===== config.mk =====
export PLATFORM = sky130hd
export DESIGN_NAME = pipe_stage_reg_flat
export DESIGN_NICKNAME = d
export VERILOG_FILES = /design/src/rtl/pipe_stage_reg_pkg.sv /design/src/rtl/pipe_stage_reg_if.sv /design/src/rtl/pipe_stage_reg_perf_cnt.sv /design/src/rtl/pipe_stage_reg.sv /design/src/flat_wrapper.sv
export SDC_FILE = /design/constraint.sdc
export NUM_CORES = 1
export LEC_CHECK = 0
export CAP_MARGIN = 25
export CORE_UTILIZATION = 38
export DETAILED_ROUTE_END_ITERATION = 16
export HOLD_SLACK_MARGIN = 0.1
export PLACE_DENSITY = 0.86
export SYNTH_ARGS = -nofsm -noshare
export SYNTH_HDL_FRONTEND = slang
export SYNTH_HIERARCHICAL = 1
export SYNTH_SLANG_ARGS = --single-unit

===== constraint.sdc =====
create_clock -name clk -period 0.95 [get_ports clk]
set_input_delay 0.19 -clock clk [delete_from_list [all_inputs] [get_ports clk]]
set_output_delay 0.19 -clock clk [all_outputs]
set_load 0.02 [all_outputs]

===== src/rtl/pipe_stage_reg_pkg.sv =====
// Shared types for the inter-stage pipeline register: the per-cycle action
// enumeration and the priority decode that selects exactly one action.
package pipe_stage_reg_pkg;

    typedef enum logic [2:0] {
        ACT_RESET,
        ACT_FLUSH,
        ACT_BUBBLE,
        ACT_CAPTURE,
        ACT_HOLD
    } stage_act_e;

    // First match wins. An upstream run with a stalled downstream (up=0, dn=1)
    // can't come from a well-formed stall controller but still captures.
    function automatic stage_act_e decode_action(
        input logic rst,
        input logic flush,
        input logic up,
        input logic dn
    );
        if (!rst)
            return ACT_RESET;
        else if (flush)
            return ACT_FLUSH;
        else if (up && !dn)
            return ACT_BUBBLE;
        else if (!up)
            return ACT_CAPTURE;
        else
            return ACT_HOLD;
    endfunction

endpackage


===== src/rtl/pipe_stage_reg_if.sv =====
// Payload/valid bus crossing one pipeline boundary. The master side is the
// upstream stage (drives in_*), the slave side is the pipeline register.
interface pipe_stage_reg_if #(
    parameter int DATA_W = 64
);
    logic [DATA_W-1:0] in_data;
    logic              in_valid;
    logic [DATA_W-1:0] out_data;
    logic              out_valid;

    modport master (
        output in_data,
        output in_valid,
        input  out_data,
        input  out_valid
    );

    modport slave (
        input  in_data,
        input  in_valid,
        output out_data,
        output out_valid
    );
endinterface


===== src/rtl/pipe_stage_reg_perf_cnt.sv =====
// pipe_perf_cnt: one saturating performance counter with synchronous clear.
// Clear beats increment; the counter sticks at all-ones instead of wrapping.
module pipe_perf_cnt #(
    parameter int CNT_W = 32
) (
    input  logic             clk,
    input  logic             rst,
    input  logic             clr,
    input  logic             inc,
    output logic [CNT_W-1:0] count
);

    logic [CNT_W-1:0] count_q;

    always_ff @(posedge clk) begin
        if (!rst) begin
            count_q <= '0;
        end else if (clr) begin
            count_q <= '0;
        end else if (inc && (count_q != {CNT_W{1'b1}})) begin
            count_q <= count_q + 1'b1;
        end
    end

    assign count = count_q;

endmodule


===== src/rtl/pipe_stage_reg.sv =====
// pipe_stage_reg: parametrised pipeline boundary register with flush, bubble
// and hold. Define PIPE_REG_PERF_EN to add the bubble/hold counters.
module pipe_stage_reg
    import pipe_stage_reg_pkg::*;
#(
    parameter int                DATA_W  = 64,
    parameter logic [DATA_W-1:0] NOP_VAL = '0,
    parameter int                STAGE   = 2,
    parameter int                STALL_W = 6
`ifdef PIPE_REG_PERF_EN
    ,
    parameter int                CNT_W   = 32
`endif
) (
    input  logic               clk,
    input  logic               rst,
    input  logic [STALL_W-1:0] stall,
    input  logic               flush,
`ifdef PIPE_REG_PERF_EN
    input  logic               perf_clr,
    output logic [CNT_W-1:0]   bubble_cnt,
    output logic [CNT_W-1:0]   hold_cnt,
`endif
    pipe_stage_reg_if.slave    bus
);

    logic              up;
    logic              dn;
    stage_act_e        action;
    logic [DATA_W-1:0] data_q;
    logic              valid_q;
    logic              unused_stall;

    assign up           = stall[STAGE];
    assign dn           = stall[STAGE+1];
    assign unused_stall = ^stall;

    always_comb begin
        action = decode_action(rst, flush, up, dn);
    end

    always_ff @(posedge clk) begin
        if (!rst) begin
            data_q  <= NOP_VAL;
            valid_q <= 1'b0;
        end else begin
            case (action)
                ACT_FLUSH, ACT_BUBBLE: begin
                    data_q  <= NOP_VAL;
                    valid_q <= 1'b0;
                end
                ACT_CAPTURE: begin
                    data_q  <= bus.in_data;
                    valid_q <= bus.in_valid;
                end
                default: begin
                    data_q  <= data_q;
                    valid_q <= valid_q;
                end
            endcase
        end
    end

    assign bus.out_data  = data_q;
    assign bus.out_valid = valid_q;

`ifdef PIPE_REG_PERF_EN
    // Flush suppresses both increments because it wins the action decode.
    logic bubble_inc;
    logic hold_inc;

    assign bubble_inc = (action == ACT_BUBBLE);
    assign hold_inc   = (action == ACT_HOLD);

    pipe_perf_cnt #(
        .CNT_W (CNT_W)
    ) u_bubble_cnt (
        .clk   (clk),
        .rst   (rst),
        .clr   (perf_clr),
        .inc   (bubble_inc),
        .count (bubble_cnt)
    );

    pipe_perf_cnt #(
        .CNT_W (CNT_W)
    ) u_hold_cnt (
        .clk   (clk),
        .rst   (rst),
        .clr   (perf_clr),
        .inc   (hold_inc),
        .count (hold_cnt)
    );
`endif

endmodule

===== src/flat_wrapper.sv =====
// flat-port wrapper written by rule: the top's interface ports become plain ports
module pipe_stage_reg_flat import pipe_stage_reg_pkg::*;
#(
    parameter int                DATA_W  = 64,
    parameter logic [DATA_W-1:0] NOP_VAL = '0,
    parameter int                STAGE   = 2,
    parameter int                STALL_W = 6

)
  (clk, rst, stall, flush, bus_in_data, bus_in_valid, bus_out_data, bus_out_valid);
  pipe_stage_reg_if #(.DATA_W(DATA_W)) bus_i ();
  input  logic clk;
  input  logic rst;
  input  logic [STALL_W-1:0] stall;
  input  logic flush;
  input wire logic [$bits(bus_i.in_data)-1:0] bus_in_data;
  input wire logic [$bits(bus_i.in_valid)-1:0] bus_in_valid;
  output wire logic [$bits(bus_i.out_data)-1:0] bus_out_data;
  output wire logic [$bits(bus_i.out_valid)-1:0] bus_out_valid;
  assign bus_i.in_data = bus_in_data;
  assign bus_i.in_valid = bus_in_valid;
  assign bus_out_data = bus_i.out_data;
  assign bus_out_valid = bus_i.out_valid;
  pipe_stage_reg #(.DATA_W(DATA_W), .NOP_VAL(NOP_VAL), .STAGE(STAGE), .STALL_W(STALL_W)) u_core (.clk(clk), .rst(rst), .stall(stall), .flush(flush), .bus(bus_i));
endmodule

==> impl_metrics.prom, run 1 <==
# TYPE chip_impl_metric gauge
chip_impl_metric{name="fin_crit",unit="ps"} 974
chip_impl_metric{name="die-width",unit="um"} 83.4
chip_impl_metric{name="drt_first_iter_violations",unit=""} 73
chip_impl_info{name="cpLargestDelayFamily",value="flip-flops"} 1
chip_impl_metric{name="yosys_register_bits",unit=""} 65
chip_impl_info{name="timing.setup.critical_path_class",value="flip-flop to output pin"} 1
chip_impl_metric{name="layout_worst_path_cycle_share",unit=""} 1.02
chip_impl_metric{name="cp_data_arrival_time",unit="ps"} 780
chip_impl_metric{name="setup_viol",unit=""} 56
chip_impl_info{name="cp_slowest_cell",value="sky130_fd_sc_hd__dfxtp_2"} 1
chip_impl_info{name="cts_tree",value="yes"} 1
chip_impl_metric{name="path_buf_inv",unit=""} 1
chip_impl_info{name="outcome",value="finished with violations"} 1
chip_impl_metric{name="wirelength",unit="um"} 6940
chip_impl_metric{name="placement.io_buffers",unit=""} 134
chip_impl_metric{name="fraction_of_layout_cells_with_a_size_suffix_above_1",unit=""} 0.393
chip_impl_metric{name="design_power_total",unit="W"} 0.00591
chip_impl_metric{name="hpwlAfterDp",unit="um"} 4420
chip_impl_metric{name="num_io_pins",unit=""} 139
chip_impl_metric{name="number_of_global_route_vias_before_repair",unit=""} 2456
chip_impl_metric{name="ys_warn_count",unit=""} 6
chip_impl_metric{name="synth_sequential_area_ratio",unit=""} 0.517
chip_impl_metric{name="timing.critical_path.fanout_max",unit=""} 2
chip_impl_metric{name="synthesis.nets",unit=""} 363
chip_impl_info{name="critical_path.endpoint_type",value="output pin"} 1
chip_impl_info{name="root_buffer",value="sky130_fd_sc_hd__clkbuf_8"} 1
chip_impl_info{name="critPathLaunchType",value="flip-flop"} 1
chip_impl_metric{name="initial_utilization",unit=""} 0.394
chip_impl_metric{name="h-tree-depth",unit=""} 3
chip_impl_metric{name="cellLeakagePower",unit="nW"} 1.73
chip_impl_metric{name="finalHoldWorstSlack",unit="ps"} 357
chip_impl_info{name="failing_checks",value="negative setup slack"} 1
chip_impl_metric{name="worst_pin_slew",unit="ps"} 166
chip_impl_metric{name="drv_slew",unit=""} 0
chip_impl_metric{name="timing.slew.headroom",unit=""} 0.890
chip_impl_metric{name="synth.distinct_cells",unit=""} 7
chip_impl_metric{name="cts_inserted_buffers",unit=""} 9
chip_impl_metric{name="detail_route.vias_per_cell",unit=""} 4.94
chip_impl_metric{name="grt_first_pass_wirelength",unit="um"} 11100
chip_impl_metric{name="post_drt_wl_per_cell",unit="um"} 13.6
chip_impl_metric{name="max-cap-violations",unit=""} 0
chip_impl_metric{name="grt_antenna_before_repair",unit=""} 0
chip_impl_metric{name="maximum_number_of_pins_on_one_net_before_global_route_repair",unit=""} 48
chip_impl_metric{name="nets",unit=""} 505
chip_impl_metric{name="post_synth_inst_count",unit=""} 289
chip_impl_metric{name="postPlaceCellArea",unit="um2"} 3960
chip_impl_metric{name="worstPathRequired",unit="ps"} 760
chip_impl_metric{name="fin_worst_skew",unit="ps"} 0
chip_impl_metric{name="timing.critical_path.slowest_cell_delay",unit="ps"} 350
chip_impl_metric{name="drt_pre_antenna_iters",unit=""} 6
chip_impl_metric{name="cts_buffer_depth",unit=""} 2
chip_impl_info{name="final_common_cell",value="sky130_fd_sc_hd__clkdlybuf4s50_1"} 1
chip_impl_metric{name="fp.coreArea",unit="um2"} 6390
chip_impl_metric{name="area_growth_syn_to_layout",unit="%"} 75.4
chip_impl_metric{name="ir_drop",unit="mV"} 0.820
chip_impl_metric{name="finish.instance_area",unit="um2"} 4420
chip_impl_metric{name="power_per_cell_area",unit="nW/um2"} 1340
chip_impl_metric{name="tns",unit="ps"} -364
chip_impl_metric{name="final-hold-violation-count",unit=""} 0
chip_impl_metric{name="std_cell_rows",unit=""} 29
chip_impl_metric{name="timing.fmax",unit="GHz"} 1.03
chip_impl_metric{name="cts.reportedPaths.clkPinSlew",unit="ps"} 70
chip_impl_metric{name="pre_cts_slack",unit="ps"} -298
chip_impl_metric{name="setup_ws",unit="ps"} -23.7
chip_impl_info{name="critical_path.cell_chain",value="buf_6"} 1
chip_impl_metric{name="route.vias.total",unit=""} 2517
chip_impl_metric{name="dieHeight",unit="um"} 83.4
chip_impl_info{name="rsz0062_at_grt",value="true"} 1
chip_impl_metric{name="synth.avg_cell_area",unit="um2"} 8.71
chip_impl_info{name="holdCritPathClass",value="primary input to flip-flop"} 1
chip_impl_metric{name="gr-usage-all-layers",unit=""} 0.198
chip_impl_metric{name="globalRoute.totalOverflow",unit=""} 0
chip_impl_metric{name="clock_sinks",unit=""} 65
chip_impl_metric{name="syn_area",unit="um2"} 2520
chip_impl_metric{name="drtAntennaViolNets",unit=""} 0
chip_impl_metric{name="globalplace.congestion",unit=""} 0.715
chip_impl_metric{name="worstSkewPairLatency",unit="ps"} 310
chip_impl_metric{name="antenna_cells",unit=""} 0
chip_impl_metric{name="cts_hold_buffers",unit=""} 0
chip_impl_metric{name="design.die.area",unit="um2"} 6950
chip_impl_metric{name="route.detailed.drc",unit=""} 0
==> cells by family (layout without fill, tap and decap cells) <==
| logic type | count (synthesis) | count (layout) | share of synthesized area |
|---|---|---|---|
| DFF | 65 | 65 | 0.517 |
| buffers and inverters | 28 | 172 | 0.0606 |
| and+or+nand+nor | 131 | 131 | 0.293 |
| AOI/OAI and AO/OA | 65 | 65 | 0.129 |
==> repair_timing <==
| action | CTS | global route |
|---|---|---|
| resized for setup | 455 | 0 |
| cloned | 0 | 0 |
| setup endpoints to repair | 65 | 65 |
| setup buffers | 4 | 13 |
==> per-stage QoR <==
stage,utilization,instances
final,0.692,510
after floorplan,-,289
after global placement,0.620,480
after CTS,0.676,497
after detailed placement,0.620,480
after global routing,0.692,510
==> power by group <==
group          internal (W)  switching, W
registers           0.00282     0.0000566
clock network       0.00112      0.000926
logic              0.000578      0.000403
total               0.00452       0.00139
==> synth_stat cells (all sizes together) <==
library cell | n | area (um2)
clkbuf | 6 | 22.5
nand2b | 66 | 413
a21oi | 65 | 325
nand3 | 65 | 325
buf | 22 | 130
dfxtp | 65 | 1300
==> layout make-up <==
cell class                      count  area (um2)
Timing Repair Buffer              159        1700
Sequential cell                    65        1380
Multi-Input combinational cell    196        1070
Tap cell                           77        96.3
Clock buffer                       13         169
Fill cell                         530        1970
==> sequential cells by signal, summed over array words and instances, names as in the netlist <==
signal                flops
u_core/bus.out_data      64
u_core/bus.out_valid      1
==> routing by layer <==
layer / global-route usage / up-vias / wire length [um]
li1: - / 1256 / -
met1: 0.226 / 1163 / 2760
met2: 0.352 / 84 / 3650
met3: 0.0437 / 14 / 398
met4: 0.0862 / 0 / 123
met5: 0 / - / 0
==> final timing paths <==
check | endpoint | start | depth (start not counted) | slack [ps]
min | u_core/bus.out_data[10] | stall[3] | 4 | 360
min reg2reg | u_core/bus.out_data[49] | u_core/bus.out_data[49] | 2 | 470
max | bus_out_data[5] | u_core/bus.out_data[5] | 1 | -20
max reg2reg | u_core/bus.out_data[44] | u_core/bus.out_data[44] | 4 | 140
No activity file was read; power rests on OpenSTA's default activity.
==> inputs of run 2 (changes only) <==
Settings changed: CORE_UTILIZATION 38 to 50, DONT_BUFFER_PORTS from default to 1, PLACE_DENSITY 0.86 to 0.72.
==> impl_metrics.prom, run 2 (synthesis gave the netlist of run 1 again) <==
# TYPE chip_impl_metric gauge
chip_impl_info{name="outcome",value="finished with violations"} 1
chip_impl_info{name="failing_checks",value="negative setup slack"} 1
chip_impl_metric{name="drt_first_iter_violations",unit=""} 104
chip_impl_info{name="root_buffer",value="sky130_fd_sc_hd__clkbuf_8"} 1
chip_impl_metric{name="cts_inserted_buffers",unit=""} 9
chip_impl_metric{name="cp_data_arrival_time",unit="ps"} 800
chip_impl_metric{name="max-cap-violations",unit=""} 0
chip_impl_info{name="layout.cells.most_common_list",value="65 x sky130_fd_sc_hd__nand2b_1, 65 x sky130_fd_sc_hd__nand3_1, 65 x sky130_fd_sc_hd__a21oi_1, 65 x sky130_fd_sc_hd__dfxtp_2, 64 x sky130_fd_sc_hd__dlygate4sd3_1"} 1
chip_impl_metric{name="layout_worst_path_cycle_share",unit=""} 1.04
chip_impl_metric{name="worst_hold_path_cells",unit=""} 2
chip_impl_metric{name="globalplace.congestion",unit=""} 0.682
chip_impl_metric{name="number_of_global_route_vias_before_repair",unit=""} 2278
chip_impl_metric{name="fraction_of_layout_cells_with_a_size_suffix_above_1",unit=""} 0.310
chip_impl_metric{name="timing.critical_path.fanout_max",unit=""} 2
chip_impl_metric{name="timing.reg2reg.setup_slack",unit="ps"} 170
chip_impl_metric{name="fin_worst_skew",unit="ps"} 0
chip_impl_info{name="rsz0062_at_grt",value="true"} 1
chip_impl_info{name="worst_reg2reg_path_endpoint",value="u_core/bus.out_data[28]"} 1
chip_impl_metric{name="grt_first_pass_wirelength",unit="um"} 10100
chip_impl_metric{name="drtAntennaViolNets",unit=""} 0
chip_impl_info{name="cts_tree",value="yes"} 1
chip_impl_info{name="rr_startpoint",value="u_core/bus.out_data[28]"} 1
chip_impl_metric{name="largest_reg_flops",unit=""} 64
chip_impl_metric{name="timing.critical_path.slowest_cell_delay",unit="ps"} 350
chip_impl_info{name="hold_start",value="stall[3]"} 1
chip_impl_metric{name="num_io_pins",unit=""} 139
chip_impl_metric{name="finish.instance_area",unit="um2"} 3770
chip_impl_metric{name="die-width",unit="um"} 73.0
chip_impl_metric{name="cts.reportedPaths.clkPinSlew",unit="ps"} 70
chip_impl_metric{name="route.detailed.drc",unit=""} 0
chip_impl_metric{name="wirelength",unit="um"} 6950
chip_impl_metric{name="timing.fmax",unit="GHz"} 1.01
chip_impl_metric{name="post_drt_wl_per_cell",unit="um"} 15.6
chip_impl_metric{name="worst_pin_slew",unit="ps"} 169
chip_impl_metric{name="worstPathRequired",unit="ps"} 760
chip_impl_info{name="cpLargestDelayFamily",value="flip-flops"} 1
chip_impl_metric{name="path_buf_inv",unit=""} 1
chip_impl_metric{name="antenna_cells",unit=""} 0
chip_impl_info{name="critPathLaunchType",value="flip-flop"} 1
chip_impl_metric{name="h-tree-depth",unit=""} 3
chip_impl_metric{name="route.vias.total",unit=""} 2378
chip_impl_metric{name="cellLeakagePower",unit="nW"} 1.40
chip_impl_metric{name="drv_slew",unit=""} 0
chip_impl_metric{name="power_per_cell_area",unit="nW/um2"} 1480
chip_impl_metric{name="maximum_number_of_pins_on_one_net_before_global_route_repair",unit=""} 131
chip_impl_metric{name="initial_utilization",unit=""} 0.526
chip_impl_metric{name="design.die.area",unit="um2"} 5320
chip_impl_info{name="timing.setup.critical_path_class",value="flip-flop to output pin"} 1
chip_impl_metric{name="dieHeight",unit="um"} 73.0
chip_impl_metric{name="postPlaceCellArea",unit="um2"} 2720
chip_impl_metric{name="drt_pre_antenna_iters",unit=""} 4
chip_impl_metric{name="fin_crit",unit="ps"} 991
chip_impl_metric{name="r2r_cells",unit=""} 2
chip_impl_metric{name="setup_viol",unit=""} 31
chip_impl_metric{name="final-hold-violation-count",unit=""} 0
chip_impl_metric{name="ir_drop",unit="mV"} 0.984
chip_impl_metric{name="placement.io_buffers",unit=""} 0
chip_impl_metric{name="std_cell_rows",unit=""} 25
chip_impl_metric{name="globalRoute.totalOverflow",unit=""} 0
chip_impl_info{name="critical_path.cell_chain",value="buf_6"} 1
chip_impl_metric{name="filler_cell_count",unit=""} 313
chip_impl_metric{name="cts_buffer_depth",unit=""} 2
chip_impl_metric{name="regArea",unit="um2"} 1380
chip_impl_metric{name="multi_input_comb_area",unit="um2"} 1070
chip_impl_metric{name="cts_hold_buffers",unit=""} 64
chip_impl_metric{name="hpwlAfterDp",unit="um"} 3200
chip_impl_info{name="cp_slowest_cell",value="sky130_fd_sc_hd__dfxtp_2"} 1
chip_impl_metric{name="detail_route.vias_per_cell",unit=""} 5.34
chip_impl_metric{name="worstSkewPairLatency",unit="ps"} 320
chip_impl_metric{name="gr-usage-all-layers",unit=""} 0.252
chip_impl_metric{name="area_growth_syn_to_layout",unit="%"} 49.6
chip_impl_info{name="holdCritPathClass",value="primary input to flip-flop"} 1
chip_impl_metric{name="clock_sinks",unit=""} 65
chip_impl_metric{name="pre_cts_slack",unit="ps"} 137
chip_impl_metric{name="fp.coreArea",unit="um2"} 4790
chip_impl_info{name="worst_hold_path.endpoint",value="u_core/bus.out_data[55]"} 1
chip_impl_metric{name="setup_ws",unit="ps"} -41.3
chip_impl_metric{name="grt_antenna_before_repair",unit=""} 0
chip_impl_info{name="critical_path.endpoint_type",value="output pin"} 1
chip_impl_metric{name="timing.slew.headroom",unit=""} 0.887
chip_impl_metric{name="nets",unit=""} 447
## run 2: cell types whose count changed in the layout (fill, tap and decap cells not counted), moves of 3 or more
cell / previous run / this run
sky130_fd_sc_hd__dlygate4sd3_1: 0 / 64
sky130_fd_sc_hd__buf_4: 18 / 4
sky130_fd_sc_hd__clkdlybuf4s50_1: 67 / 0
sky130_fd_sc_hd__clkinv_2: 0 / 3
sky130_fd_sc_hd__buf_12: 8 / 2
sky130_fd_sc_hd__buf_6: 65 / 31
## run 2: report_power, final
part | leakage (nW) | switching, W | internal [W] | total [W]
sequential | 0.559 | 0.000106 | 0.00282 | 0.00293
clock | 0.0932 | 0.000969 | 0.00108 | 0.00205
combinational | 0.745 | 0.000227 | 0.000370 | 0.000596
## run 2: area by class of cell
type                    instances  share of cell area
clock buffers                  13              0.0422
clock inverters                 3             0.00399
flip-flops and latches         65               0.367
repair buffers                101               0.281
multi-input cells             196               0.283
well taps                      67              0.0223
## run 2: worst max path at each step
| stage | cells after the start | startpoint | to | slack (ps) |
|---|---|---|---|---|
| 2_1_floorplan | 4 | flush | u_core/bus.out_data[30] | 50 |
| 3_3_place_gp | 3 | flush | u_core/bus.out_data[37] | 180 |
| 3_5_place_dp | 3 | flush | u_core/bus.out_data[42] | 140 |
| 4_1_cts | 1 | u_core/bus.out_data[16] | bus_out_data[16] | -50 |
| 5_1_grt | 1 | u_core/bus.out_data[21] | bus_out_data[21] | -80 |
| 6_report | 1 | u_core/bus.out_data[21] | bus_out_data[21] | -40 |
## run 2: metrics by stage
step / power, W / util / setup TNS (ps) / hold WS [ps] / std cells
CTS: 0.00562 / 0.782 / -903 / -3.02 / 442
floorplan: 0.00330 / - / 0 / 339 / 289
detailed placement: 0.00330 / 0.569 / 0 / 345 / 361
global placement: 0.00329 / 0.569 / 0 / 341 / 361
finish: 0.00557 / 0.787 / -447 / 20.0 / 445
global route: 0.00580 / 0.787 / -1410 / 7.94 / 445
## run 2: repair_timing
| action | in CTS | in global routing |
|---|---|---|
| endpoints found under the hold margin | 65 | 65 |
| buffers inserted | 1 | 3 |
| pin swaps | 0 | 0 |
| endpoints found under the setup margin | 65 | 31 |
| resized for setup | 96 | 0 |
## run 2: routing by layer
metal,share of wire,track usage,up-vias
li1,-,-,1146
met2,0.52,0.463,105
met3,0.071,0.0829,23
met4,0.029,0.148,0
met5,0,0,-
met1,0.38,0.246,1104
==> inputs of run 3 (changes only) <==
Settings changed: CTS_CLUSTER_DIAMETER from default to 50, GPL_TIMING_DRIVEN from default to 0.
==> impl_metrics.prom, run 3 (synthesis gave the netlist of run 1 again) <==
# TYPE chip_impl_metric gauge
chip_impl_info{name="outcome",value="completed"} 1
chip_impl_metric{name="number_of_global_route_vias_before_repair",unit=""} 2302
chip_impl_metric{name="tns",unit="ps"} 0
chip_impl_info{name="timing.setup.critical_path_class",value="flip-flop to output pin"} 1
chip_impl_info{name="holdCritPathClass",value="primary input to flip-flop"} 1
chip_impl_metric{name="initial_utilization",unit=""} 0.526
chip_impl_metric{name="power_per_cell_area",unit="nW/um2"} 1610
chip_impl_metric{name="filler_cell_count",unit=""} 352
chip_impl_metric{name="timing.slew.headroom",unit=""} 0.714
chip_impl_metric{name="fin_worst_skew",unit="ps"} 0
chip_impl_metric{name="drtAntennaViolNets",unit=""} 0
chip_impl_metric{name="drv_slew",unit=""} 0
chip_impl_info{name="cts_tree",value="yes"} 1
chip_impl_metric{name="cts_buffer_depth",unit=""} 2
chip_impl_metric{name="cp_data_arrival_time",unit="ps"} 720
chip_impl_metric{name="cts_inserted_buffers",unit=""} 9
chip_impl_metric{name="globalplace.congestion",unit=""} 0.739
chip_impl_metric{name="antenna_cells",unit=""} 0
chip_impl_metric{name="globalRoute.totalOverflow",unit=""} 0
chip_impl_metric{name="fin_crit",unit="ps"} 915
chip_impl_metric{name="placement.io_buffers",unit=""} 0
chip_impl_info{name="hold_start",value="stall[3]"} 1
chip_impl_metric{name="area_growth_syn_to_layout",unit="%"} 39.8
chip_impl_metric{name="design.die.area",unit="um2"} 5320
chip_impl_info{name="cp_startpoint",value="u_core/bus.out_data[13]"} 1
chip_impl_metric{name="timing.critical_path.fanout_max",unit=""} 2
chip_impl_metric{name="maximum_number_of_pins_on_one_net_before_global_route_repair",unit=""} 11
chip_impl_metric{name="post_drt_wl_per_cell",unit="um"} 16.2
chip_impl_metric{name="finish.instance_area",unit="um2"} 3520
chip_impl_metric{name="std_cell_rows",unit=""} 25
chip_impl_info{name="rsz0062_at_grt",value="false"} 1
chip_impl_metric{name="finalHoldWorstSlack",unit="ps"} 222
chip_impl_metric{name="max-cap-violations",unit=""} 0
chip_impl_metric{name="num_io_pins",unit=""} 139
chip_impl_metric{name="timing.fmax",unit="GHz"} 1.09
chip_impl_metric{name="layout.cells.non_filler",unit=""} 437
chip_impl_metric{name="numPlacedInstances",unit=""} 356
chip_impl_info{name="rr_startpoint",value="u_core/bus.out_data[14]"} 1
chip_impl_metric{name="grt_antenna_before_repair",unit=""} 0
chip_impl_metric{name="fraction_of_layout_cells_with_a_size_suffix_above_1",unit=""} 0.270
chip_impl_metric{name="dieHeight",unit="um"} 73.0
chip_impl_info{name="final_common_cell",value="sky130_fd_sc_hd__nand2b_1"} 1
chip_impl_metric{name="route.vias.total",unit=""} 2373
chip_impl_metric{name="die-width",unit="um"} 73.0
chip_impl_metric{name="wirelength",unit="um"} 7100
chip_impl_metric{name="route.detailed.drc",unit=""} 0
chip_impl_metric{name="detail_route.vias_per_cell",unit=""} 5.43
chip_impl_metric{name="worstSkewPairLatency",unit="ps"} 320
chip_impl_metric{name="drt_first_iter_violations",unit=""} 161
chip_impl_metric{name="final-hold-violation-count",unit=""} 0
chip_impl_info{name="critical_path.endpoint_type",value="output pin"} 1
chip_impl_metric{name="drt_pre_antenna_iters",unit=""} 4
chip_impl_info{name="layout.cells.most_common_list",value="66 x sky130_fd_sc_hd__nand2b_1, 65 x sky130_fd_sc_hd__nand3_1, 65 x sky130_fd_sc_hd__a21oi_1, 65 x sky130_fd_sc_hd__dlygate4sd3_1, 61 x sky130_fd_sc_hd__dfxtp_2"} 1
chip_impl_metric{name="cts.reportedPaths.clkPinSlew",unit="ps"} 70
chip_impl_metric{name="hpwlAfterDp",unit="um"} 4040
chip_impl_metric{name="nets",unit=""} 439
chip_impl_metric{name="worstPathRequired",unit="ps"} 760
chip_impl_metric{name="ir_drop",unit="mV"} 1.25
chip_impl_metric{name="gr-usage-all-layers",unit=""} 0.268
chip_impl_metric{name="setup_viol",unit=""} 0
chip_impl_metric{name="post_route_utilization",unit=""} 0.735
chip_impl_metric{name="largest_reg_flops",unit=""} 64
chip_impl_info{name="critPathLaunchType",value="flip-flop"} 1
chip_impl_metric{name="worst_pin_slew",unit="ps"} 429
chip_impl_metric{name="grt_first_pass_wirelength",unit="um"} 10600
chip_impl_metric{name="cellLeakagePower",unit="nW"} 1.26
chip_impl_metric{name="layout_worst_path_cycle_share",unit=""} 0.963
chip_impl_info{name="root_buffer",value="sky130_fd_sc_hd__clkbuf_8"} 1
chip_impl_metric{name="fp.coreArea",unit="um2"} 4790
chip_impl_metric{name="clock_sinks",unit=""} 65
chip_impl_metric{name="h-tree-depth",unit=""} 3
chip_impl_metric{name="postPlaceCellArea",unit="um2"} 2600
==> run 3: cell types whose count changed in the layout (fill, tap and decap cells not counted), sizes merged <==
cell and delta:
clkinv -2, buf -15, dlygate4sd3 +1, clkinvlp +1, clkbuf +7
==> run 3: area by class of cell <==
cell class / instances / area (um2) / area share
Sequential cell: 65 / 1390 / 0.396
Multi-Input combinational cell: 196 / 1060 / 0.302
Timing Repair Buffer: 65 / 651 / 0.185
Clock buffer: 14 / 163 / 0.0462
Buffer: 28 / 153 / 0.0434
Tap cell: 67 / 83.8 / 0.0238
Clock inverter: 2 / 12.5 / 0.00356
==> run 3: what timing repair did <==
item                                   CTS  global route
endpoints found under the hold margin   65             0
setup buffers                            0             0
setup endpoints to repair               65             4
gates resized for setup                 65             4
hold buffers                            65             0
==> run 3: worst paths after layout <==
check / end / slack (ps) / cells after the start
setup / recovery: bus_out_data[13] / 40 / 0
hold / removal: u_core/bus.out_data[50] / 220 / 3
setup reg to reg: u_core/bus.out_data[14] / 210 / 2
hold reg to reg: u_core/bus.out_data[47] / 520 / 2
==> run 3: power by group <==
part / total (W) / switching [W] / leakage (nW) / internal [W]
clock network: 0.00210 / 0.00101 / 0.0867 / 0.00109
registers: 0.00297 / 0.000154 / 0.560 / 0.00281
logic: 0.000610 / 0.000282 / 0.614 / 0.000328
total: 0.00567 / 0.00144 / 1.26 / 0.00423
==> run 3: through the flow <==
stage	total power (W)	setup slack (ps)
after global routing	0.00590	2.82
after global placement	0.00339	-150
after CTS	0.00572	14.9
after floorplan	0.00330	47.7
after detailed placement	0.00340	-191
final	0.00567	35.2
==> run 3: per-layer routing <==
layer,GRT usage,routed length (um)
met5,0,0
met4,0.124,116
met3,0.0704,519
met2,0.484,3810
met1,0.293,2650
